File: config.mk
export PLATFORM = sky130hd
export DESIGN_NAME = ov7670_sccb_config
export DESIGN_NICKNAME = d
export VERILOG_FILES = /design/src/rtl/ov7670_pkg.sv /design/src/rtl/ov7670_reg_rom.sv /design/src/rtl/ov7670_sccb_config.sv
export SDC_FILE = /design/constraint.sdc
export NUM_CORES = 1
export LEC_CHECK = 0
export CAP_MARGIN = 20
export CORE_MARGIN = 5
export CORE_UTILIZATION = 58
export CTS_BUF_LIST = sky130_fd_sc_hd__clkbuf_2
export DETAILED_ROUTE_END_ITERATION = 16
export PLACE_DENSITY = 0.88
export SLEW_MARGIN = 10
export SYNTH_ARGS = -nofsm -noshare
export SYNTH_HDL_FRONTEND = slang
export SYNTH_SLANG_ARGS = --single-unit
File: constraint.sdc
create_clock -name CLOCK_50 -period 2.2 [get_ports CLOCK_50]
set_input_delay 0.44 -clock CLOCK_50 [delete_from_list [all_inputs] [get_ports CLOCK_50]]
set_output_delay 0.44 -clock CLOCK_50 [all_outputs]
set_load 0.01 [all_outputs]
File: src/rtl/ov7670_pkg.sv
// Shared constants for the OV7670 SCCB configuration block: table markers, FSM
// encoding, device address and the named sensor registers used by the ROM.
package ov7670_pkg;

    localparam logic [15:0] SCCB_END    = 16'hFFFF;
    localparam logic [15:0] SCCB_DELAY  = 16'hFFF0;
    localparam logic [7:0]  OV_DEV_ADDR = 8'h42;

    localparam logic [7:0] REG_CLKRC = 8'h11;
    localparam logic [7:0] REG_COM7  = 8'h12;
    localparam logic [7:0] REG_COM15 = 8'h40;

    typedef enum logic [3:0] {
        ST_IDLE    = 4'd0,
        ST_STARTUP = 4'd1,
        ST_FETCH   = 4'd2,
        ST_START   = 4'd3,
        ST_BITS    = 4'd4,
        ST_STOP    = 4'd5,
        ST_GAP     = 4'd6,
        ST_DELAY   = 4'd7,
        ST_DONE    = 4'd8
    } sccb_state_e;

    // Bit positions (MSB-first count) that carry the SCCB don't-care/ACK slot
    function automatic logic is_ack_slot(input logic [4:0] bit_idx);
        return (bit_idx == 5'd8) || (bit_idx == 5'd17) || (bit_idx == 5'd26);
    endfunction

endpackage

File: src/rtl/ov7670_reg_rom.sv
// Combinational register table. ROM_SEL=0 is the production table; ROM_SEL=1
// is a filler table without an end marker. Index 255 is always the end marker.
module ov7670_reg_rom
    import ov7670_pkg::*;
#(
    parameter int ROM_SEL = 0
) (
    input  logic [7:0]  index_i,
    output logic [15:0] entry_o
);

    // Table lookup
    always_comb begin
        entry_o = SCCB_END;
        if (index_i == 8'hFF) begin
            entry_o = SCCB_END;
        end else if (ROM_SEL != 0) begin
            entry_o = 16'h0101;
        end else begin
            case (index_i)
                8'd0:    entry_o = {REG_COM7, 8'h80};
                8'd1:    entry_o = SCCB_DELAY;
                8'd2:    entry_o = {REG_COM7, 8'h04};
                8'd3:    entry_o = {REG_COM15, 8'hD0};
                8'd4:    entry_o = {REG_CLKRC, 8'h80};
                default: entry_o = SCCB_END;
            endcase
        end
    end

endmodule

File: src/rtl/ov7670_sccb_config.sv
// Walks the OV7670 register table and issues one 3-phase SCCB write per entry,
// with timed pauses on delay markers. Bus outputs are registered.
module ov7670_sccb_config
    import ov7670_pkg::*;
#(
    parameter int          CLK_FREQ       = 50000000,
    parameter int          SCCB_FREQ      = 100000,
    parameter logic [7:0]  DEV_ADDR       = OV_DEV_ADDR,
    parameter int          STARTUP_CYCLES = 50000,
    parameter int          DELAY_CYCLES   = 500000,
    parameter int          GAP_TICKS      = 4,
    parameter int          ROM_SEL        = 0
) (
    input  logic       CLOCK_50,
    input  logic       reset,
    input  logic       start,
    output logic       sioc,
    output logic       siod_out,
    output logic       siod_oe,
    output logic       busy,
    output logic       done,
    output logic [7:0] reg_index
);

    localparam int Q  = CLK_FREQ / (4 * SCCB_FREQ);
    localparam int QW = (Q > 1) ? $clog2(Q) : 1;

    sccb_state_e  state_q, state_d;
    logic [QW-1:0] tick_cnt_q, tick_cnt_d;
    logic [7:0]   step_q, step_d;
    logic [4:0]   bit_q, bit_d;
    logic [26:0]  shreg_q, shreg_d;
    logic [31:0]  cyc_q, cyc_d;
    logic [7:0]   idx_q, idx_d;
    logic         busy_q, busy_d;
    logic         done_q, done_d;
    logic         sioc_q, sioc_d;
    logic         siod_q, siod_d;
    logic         oe_q, oe_d;

    logic [15:0]  entry_s;
    logic [7:0]   idx_inc_s;
    logic         tick_s;

    ov7670_reg_rom #(.ROM_SEL(ROM_SEL)) u_rom (
        .index_i (idx_q),
        .entry_o (entry_s)
    );

    assign tick_s    = (state_q != ST_IDLE) && (state_q != ST_DONE) && (tick_cnt_q == '0);
    assign idx_inc_s = (idx_q == 8'hFF) ? idx_q : idx_q + 8'd1;

    // Next-state and table-walk control
    always_comb begin
        state_d = state_q;
        step_d  = step_q;
        bit_d   = bit_q;
        shreg_d = shreg_q;
        cyc_d   = cyc_q;
        idx_d   = idx_q;
        busy_d  = busy_q;
        done_d  = done_q;
        case (state_q)
            ST_IDLE, ST_DONE: begin
                if (start) begin
                    state_d = ST_STARTUP;
                    busy_d  = 1'b1;
                    done_d  = 1'b0;
                    idx_d   = 8'd0;
                    cyc_d   = 32'd0;
                end else begin
                    state_d = state_q;
                end
            end
            ST_STARTUP: begin
                if (cyc_q == 32'(STARTUP_CYCLES - 1)) begin
                    state_d = ST_FETCH;
                    cyc_d   = 32'd0;
                end else begin
                    cyc_d = cyc_q + 32'd1;
                end
            end
            ST_FETCH: begin
                if (entry_s == SCCB_END) begin
                    state_d = ST_DONE;
                    busy_d  = 1'b0;
                    done_d  = 1'b1;
                end else if (entry_s == SCCB_DELAY) begin
                    state_d = ST_DELAY;
                    cyc_d   = 32'd0;
                end else begin
                    // Slot bits are 1 so a released line and a driven slot look alike
                    shreg_d = {DEV_ADDR, 1'b1, entry_s[15:8], 1'b1, entry_s[7:0], 1'b1};
                    state_d = ST_START;
                    step_d  = 8'd0;
                end
            end
            ST_START: begin
                if (tick_s) begin
                    if (step_q == 8'd1) begin
                        state_d = ST_BITS;
                        step_d  = 8'd0;
                        bit_d   = 5'd0;
                    end else begin
                        step_d = step_q + 8'd1;
                    end
                end else begin
                    step_d = step_q;
                end
            end
            ST_BITS: begin
                if (tick_s) begin
                    if (step_q == 8'd3) begin
                        step_d  = 8'd0;
                        shreg_d = {shreg_q[25:0], 1'b1};
                        if (bit_q == 5'd26) begin
                            state_d = ST_STOP;
                        end else begin
                            bit_d = bit_q + 5'd1;
                        end
                    end else begin
                        step_d = step_q + 8'd1;
                    end
                end else begin
                    step_d = step_q;
                end
            end
            ST_STOP: begin
                if (tick_s) begin
                    if (step_q == 8'd2) begin
                        state_d = ST_GAP;
                        step_d  = 8'd0;
                    end else begin
                        step_d = step_q + 8'd1;
                    end
                end else begin
                    step_d = step_q;
                end
            end
            ST_GAP: begin
                if (tick_s) begin
                    if (step_q == 8'(GAP_TICKS - 1)) begin
                        state_d = ST_FETCH;
                        step_d  = 8'd0;
                        idx_d   = idx_inc_s;
                    end else begin
                        step_d = step_q + 8'd1;
                    end
                end else begin
                    step_d = step_q;
                end
            end
            ST_DELAY: begin
                if (cyc_q == 32'(DELAY_CYCLES - 1)) begin
                    state_d = ST_FETCH;
                    cyc_d   = 32'd0;
                    idx_d   = idx_inc_s;
                end else begin
                    cyc_d = cyc_q + 32'd1;
                end
            end
            default: begin
                state_d = ST_IDLE;
            end
        endcase
    end

    // Quarter-bit tick counter; reloads on every state change
    always_comb begin
        tick_cnt_d = QW'(Q - 1);
        if ((state_q == ST_IDLE) || (state_q == ST_DONE)) begin
            tick_cnt_d = QW'(Q - 1);
        end else if ((state_d != state_q) || (tick_cnt_q == '0)) begin
            tick_cnt_d = QW'(Q - 1);
        end else begin
            tick_cnt_d = tick_cnt_q - QW'(1);
        end
    end

    // Bus levels for the current phase; SIOD only moves while SIOC is low
    always_comb begin
        sioc_d = 1'b1;
        siod_d = 1'b1;
        oe_d   = 1'b0;
        case (state_q)
            ST_START: begin
                oe_d   = 1'b1;
                siod_d = 1'b0;
                sioc_d = (step_q == 8'd0);
            end
            ST_BITS: begin
                sioc_d = (step_q[1:0] == 2'd1) || (step_q[1:0] == 2'd2);
                if (is_ack_slot(bit_q)) begin
                    oe_d   = 1'b0;
                    siod_d = 1'b1;
                end else begin
                    oe_d   = 1'b1;
                    siod_d = shreg_q[26];
                end
            end
            ST_STOP: begin
                siod_d = 1'b0;
                oe_d   = (step_q != 8'd2);
                sioc_d = (step_q != 8'd0);
            end
            default: begin
                sioc_d = 1'b1;
                siod_d = 1'b1;
                oe_d   = 1'b0;
            end
        endcase
    end

    // State, counters and registered outputs
    always_ff @(posedge CLOCK_50) begin
        if (reset) begin
            state_q    <= ST_IDLE;
            tick_cnt_q <= '0;
            step_q     <= 8'd0;
            bit_q      <= 5'd0;
            shreg_q    <= 27'd0;
            cyc_q      <= 32'd0;
            idx_q      <= 8'd0;
            busy_q     <= 1'b0;
            done_q     <= 1'b0;
            sioc_q     <= 1'b1;
            siod_q     <= 1'b1;
            oe_q       <= 1'b0;
        end else begin
            state_q    <= state_d;
            tick_cnt_q <= tick_cnt_d;
            step_q     <= step_d;
            bit_q      <= bit_d;
            shreg_q    <= shreg_d;
            cyc_q      <= cyc_d;
            idx_q      <= idx_d;
            busy_q     <= busy_d;
            done_q     <= done_d;
            sioc_q     <= sioc_d;
            siod_q     <= siod_d;
            oe_q       <= oe_d;
        end
    end

    assign sioc      = sioc_q;
    assign siod_out  = siod_q;
    assign siod_oe   = oe_q;
    assign busy      = busy_q;
    assign done      = done_q;
    assign reg_index = idx_q;

endmodule

==> impl_metrics.json, run 1 <==
{
  "dp_hpwl_mm": 9.596,
  "area_growth_pct": 35.69,
  "place_area_mm2": 0.005995,
  "clock_latency_ps": 610,
  "synth_edf_count": 0,
  "postCtsHoldBufs": 0,
  "synth_top_cell_by_area": "dfxtp_1",
  "initialDrtViolationCount": 1175,
  "synth.avg_cell_area_um2": 8.323,
  "critical_path_class": "reg -> reg",
  "ys_types": 72,
  "peakVddDrop_v": 0.0003867,
  "violations": "negative setup slack",
  "ys_ff_latch": 96,
  "cp_max_fo": 7,
  "cp-end-kind": "flop",
  "worst_path_dominant_cell_family": "simple AND/OR/NAND/NOR gates",
  "die_w_um": 104.8,
  "critPathRequiredTime_ps": 2730,
  "rsz0062_at_grt": "yes",
  "num_vias": 6202,
  "die-area_mm2": 0.01098,
  "die_y_um": 104.8,
  "crit_chain": "inv_2 > ha_4 > or3b_4 > o31a_4 > a211oi_4 > buf_6 > nand3_2 > xor2_1 > nor2_1",
  "syn_nets": 643,
  "crit_path_top_delay_cell": "dfxtp_2",
  "period_minus_slack_ps": 2466,
  "gr-total-overflow": 0,
  "wl_mm": 20.54,
  "setup_viol": 84,
  "final_area_mm2": 0.007069,
  "antenna_found_initial": 0,
  "wl_per_cell_um": 24.46,
  "yosys-top-cells-area": "dfxtp_1 37%, nor2_1 5.2%, nand2_1 3.7%, nand3_1 3.5%, a21oi_1 3.4%",
  "grt_use_total_pct": 27.73,
  "cts_max_level": 3,
  "cts_buffers": 9,
  "yosysWarnings": 0,
  "drtAntennaViolNets": 0,
  "insertedDiodeCount": 0,
  "place_congestion": 0.9736,
  "clk_pin_slew_worst_paths_ps": 280,
  "report.final.slew_viol_count": 0,
  "grt_pass1_vias": 5367,
  "firstDrtPassIters": 6,
  "slew_headroom_pct": 61.21,
  "leakagePower_nw": 2.587,
  "vias_per_cell": 7.383,
  "clockRootBuffer": "clkbuf_2",
  "fmaxAchievable_mhz": 405.5,
  "async_flop_share_pct": 0,
  "cts_buffer_depth": 2,
  "p_per_area_mw_per_mm2": 482.8,
  "setup_slack_ps": -266.3,
  "layout-drive-gt1-share_pct": 35.38,
  "synth_ff_type": "dfxtp_1",
  "synth-seq-area-share_pct": 36.89,
  "cts_tree": "done",
  "syn-cell-area_mm2": 0.005210,
  "crit_buf_inv": 2,
  "cp.arrival_ps": 2990,
  "outcome": "complete, but fails checks",
  "initial_core_util_pct": 59.74,
  "worst_pin_slew_ps": 577.3,
  "holdWs_ps": 328.1,
  "fin_skew_ps": 33.91,
  "cp_slowest_stage_delay_ps": 420,
  "fin_nets": 744,
  "synth_top_area_share_pct": 36.89,
  "ios": 16,
  "hold_path_class": "in -> reg",
  "fin_crit_sh_pct": 112.1,
  "n_fill_cell": 423,
  "drc_errors": 0,
  "synthCells": 626,
  "cap_viol_max_count": 0,
  "grt_pass1_wl_mm": 25.70,
  "core_mm2": 0.008721,
  "synth_common_cells": "96 x dfxtp_1, 72 x nor2_1, 51 x nand2_1, 36 x nand3_1, 35 x a21oi_1",
  "grt_max_degree": 29,
  "worstSetupStartpointType": "flop",
  "clock_sinks": 96,
  "finalHoldViolCount": 0,
  "yosysMostFrequentCell": "dfxtp_1",
  "rows": 34,
  "port_buffers": 15
}
==> final cells by class <==
| type | count | area, um^2 | area share, % |
|---|---|---|---|
| flip-flops and latches | 96 | 1944 | 27.50 |
| repair buffers | 122 | 1155 | 16.34 |
| inverters | 16 | 62.56 | 0.8850 |
| clock buffers | 10 | 50.05 | 0.7080 |
| multi-input cells | 482 | 3628 | 51.33 |
| well taps | 108 | 135.1 | 1.912 |
| clock inverters | 6 | 93.84 | 1.327 |
==> metrics by stage <==
step	setup TNS (ps)	utilization, %	std cells	setup WS (ps)	power, mW
final	-8413	81.06	840	-266.3	3.413
after CTS	-374.0	75.15	828	-58.82	3.264
after floorplan	-666.7	-	626	-109.5	2.095
after global routing	-11320	81.06	840	-305.0	3.504
after global placement	-4593	68.74	793	-248.0	2.218
after detailed placement	-7713	68.74	793	-335.4	2.238
==> cells in the final DEF, fill, tap and decap left out, drive strengths merged, types with 14 or more instances in the layout <==
master,n
clkbuf,14
a21oi,35
xnor2,18
nand3,36
xor2,19
nor2,73
nand2,52
nor3,32
dfxtp,96
nand4,14
o21ai,15
buf,104
ha,14
inv,16
and3,18
==> power breakdown <==
group	internal, mW	total, mW	switching (mW)	leakage [nW]
logic	0.256	0.566	0.309	1.72
registers	1.78	1.81	0.0304	0.783
clock network	0.386	1.04	0.655	0.0823
total	2.42	3.41	0.995	2.59
==> cell families (layout without fill, tap and decap cells) <==
group,count (synthesis),in the layout,share of synthesized area (%)
multiplexers,4,4,0.7925
flip-flops,96,96,36.89
XOR/XNOR,37,37,6.220
adder cells (fa/ha/maj),14,14,3.362
buffers and inverters,49,154,4.491
AO/OA/AOI/OAI,125,125,17.75
AND/OR/NAND/NOR,301,302,30.50
==> timing repair <==
| item | in CTS | in global routing |
|---|---|---|
| pin swaps | 37 | 39 |
| endpoints found under the setup margin | 77 | 89 |
| gates resized for setup | 58 | 86 |
| buffers inserted | 16 | 10 |
| gates cloned | 3 | 5 |
==> layer usage <==
metal / GRT usage [%] / vias up / wire [um]
li1: - / 2494 / -
met1: 33.88 / 2812 / 7257
met2: 47.03 / 654 / 9086
met3: 5.919 / 242 / 2356
met4: 11.87 / 0 / 1842
met5: 0 / - / 0
==> final timing paths <==
check                           slack, ps           to    startpoint  cells after the start
worst max register to register       -270    cyc_q[21]  reg_index[1]                      9
worst min register to register        480   shreg_q[2]    shreg_q[2]                      2
worst min-delay path                  330  shreg_q[26]         reset                      2
worst max-delay path                 -270    cyc_q[21]  reg_index[1]                      9
==> flip-flops by register name, indices dropped and copies added, names as in the netlist <==
| name | cells |
|---|---|
| reg_index | 8 |
| siod_out | 1 |
| done | 1 |
| sioc | 1 |
| busy | 1 |
| shreg_q | 27 |
| state_q | 4 |
| siod_oe | 1 |
| bit_q | 5 |
| tick_cnt_q | 7 |
| step_q | 8 |
| cyc_q | 32 |
(Power assumes the default switching activity.)
==> run 2, diff against run 1 <==
--- a/config.mk
+++ b/config.mk
@@ -6,9 +6,12 @@
 export NUM_CORES = 1
 export LEC_CHECK = 0
 export CAP_MARGIN = 20
+export CELL_PAD_IN_SITES_DETAIL_PLACEMENT = 1
+export CELL_PAD_IN_SITES_GLOBAL_PLACEMENT = 2
 export CORE_MARGIN = 5
-export CORE_UTILIZATION = 58
+export CORE_UTILIZATION = 36
 export CTS_BUF_LIST = sky130_fd_sc_hd__clkbuf_2
+export CTS_CLUSTER_DIAMETER = 100
 export DETAILED_ROUTE_END_ITERATION = 16
 export PLACE_DENSITY = 0.88
 export SLEW_MARGIN = 10
==> run 2 against run 1 <==
Net effect:
- the run still ends with negative setup slack left
- cell area rose by 1.3%
- sequential power hardly changed
- flip-flop and latch count unchanged
- total power down 4.4%
- non-clock buffer count is 14 higher
- clock power shrank 12%
- die area up 55%
- first-iteration DRC count fell by 73%
- hold slack lost 37 ps
- clock skew is 16 ps higher
- register-to-register slack gained 150 ps
- highest routed layer unchanged
==> impl_metrics.json, run 2 (same netlist as run 1, synthesis figures left out) <==
{
  "dp_hpwl_mm": 11.30,
  "vias_per_cell": 5.690,
  "top_regs": "cyc_q x32, shreg_q x27",
  "slew_headroom_pct": 64.99,
  "cap_viol_max_count": 0,
  "gr-total-overflow": 0,
  "cts_max_level": 3,
  "fin_crit_sh_pct": 105.4,
  "grt_use_total_pct": 19.46,
  "rows": 44,
  "cp.arrival_ps": 2830,
  "peakVddDrop_v": 0.0002722,
  "report.final.slew_viol_count": 0,
  "place_ws_ps": -372.7,
  "die_w_um": 130.3,
  "clock_latency_ps": 600,
  "final_common_cell": "buf_4",
  "fin_nets": 759,
  "largest_reg_flops": 32,
  "fin_skew_ps": 49.83,
  "initialDrtViolationCount": 314,
  "cts_tree": "done",
  "firstDrtPassIters": 4,
  "worst_pin_slew_ps": 525.2,
  "rsz0062_at_grt": "yes",
  "fmaxAchievable_mhz": 431.5,
  "core_mm2": 0.01437,
  "setup_viol": 28,
  "layout_common_cells": "97 x buf_4, 80 x dfxtp_1, 66 x nor2_1",
  "largest-register": "cyc_q",
  "worst_path_dominant_cell_family": "simple AND/OR/NAND/NOR gates",
  "regArea_mm2": 0.001944,
  "clock_sinks": 96,
  "p_per_area_mw_per_mm2": 455.3,
  "r2r_cells": 8,
  "cp_max_fo": 5,
  "critPathRequiredTime_ps": 2710,
  "multi_input_area_mm2": 0.003600,
  "clockRootBuffer": "clkbuf_2",
  "grt_pass1_wl_mm": 26.68,
  "die_y_um": 130.3,
  "port_buffers": 15,
  "crit_path_top_delay_cell": "dfxtp_2",
  "setup_slack_ps": -117.7,
  "crit_chain": "inv_2 > ha_4 > or3b_4 > o31a_4 > a211oi_4 > nand2_4 > or3_1 > a21oi_1",
  "area_growth_pct": 37.51,
  "finalHoldViolCount": 0,
  "grt_max_degree": 29,
  "crit_cells": 8,
  "drtAntennaViolNets": 0,
  "initial_core_util_pct": 36.26,
  "insertedDiodeCount": 0,
  "cts_buffers": 9,
  "critical_path_class": "reg -> reg",
  "cts_buffer_depth": 2,
  "num_vias": 5297,
  "cp-end-kind": "flop",
  "hold_depth": 2,
  "worstSetupStartpointType": "flop",
  "grt_pass1_vias": 5353,
  "wl_mm": 17.54,
  "leakagePower_nw": 2.622,
  "outcome": "complete, but fails checks",
  "die-area_mm2": 0.01698,
  "antenna_found_initial": 0,
  "total_power_mw": 3.262,
  "drc_errors": 0,
  "crit_buf_inv": 1,
  "place_congestion": 0.8417,
  "hold_path_class": "in -> reg",
  "wl_per_cell_um": 18.84,
  "period_minus_slack_ps": 2318,
  "clk_pin_slew_worst_paths_ps": 270,
  "cp_slowest_stage_delay_ps": 410,
  "layout-drive-gt1-share_pct": 35.07,
  "ios": 16,
  "violations": "negative setup slack",
  "n_fill_cell": 1681
}
==> run 2: metrics by stage <==
step | cells | hold WS, ps | area (um^2) | TNS [ps] | utilization (%)
after floorplan | 626 | 428.7 | 5269 | -666.7 | -
final | 931 | 291.1 | 7164 | -1042 | 49.86
after global placement | 885 | 439.3 | 6197 | -8248 | 43.13
after global routing | 931 | 270.4 | 7164 | -4102 | 49.86
after CTS | 914 | 248.9 | 6613 | -2059 | 46.02
after detailed placement | 885 | 448.1 | 6197 | -13560 | 43.13
==> run 2: worst paths after layout <==
path	from	endpoint	slack, ps
max	reg_index[1]	cyc_q[12]	-120
min	reset	busy	290
max reg2reg	reg_index[1]	cyc_q[12]	-120
min reg2reg	shreg_q[2]	shreg_q[2]	470
==> run 2: routing by layer <==
layer	vias up	global-route usage [%]	share of wire, %
li1	2516	-	-
met1	2679	24.81	45
met2	76	33.92	51
met3	26	2.579	2.6
met4	0	6.418	1.6
met5	-	0	0
==> run 2: what timing repair did <==
action / CTS / global route
endpoints found under the setup margin: 87 / 91
resized for setup: 55 / 84
hold buffers: 0 / 0
hold endpoints to repair: 0 / 0
cloned: 4 / 5
pin swaps: 27 / 37
buffers inserted: 9 / 12
==> run 2: layout make-up <==
class	instances	area share, %
Multi-Input combinational cell	483	50.24
Inverter	16	0.8732
Sequential cell	96	27.14
Clock inverter	7	0.9780
Clock buffer	9	0.6287
Tap cell	184	3.213
Timing Repair Buffer	136	16.92
==> run 2: report_power, final <==
group / switching (mW) / leakage, nW / internal [mW]
Sequential: 0.0315 / 0.784 / 1.78
Clock: 0.653 / 0.0741 / 0.266
Combinational: 0.276 / 1.76 / 0.259
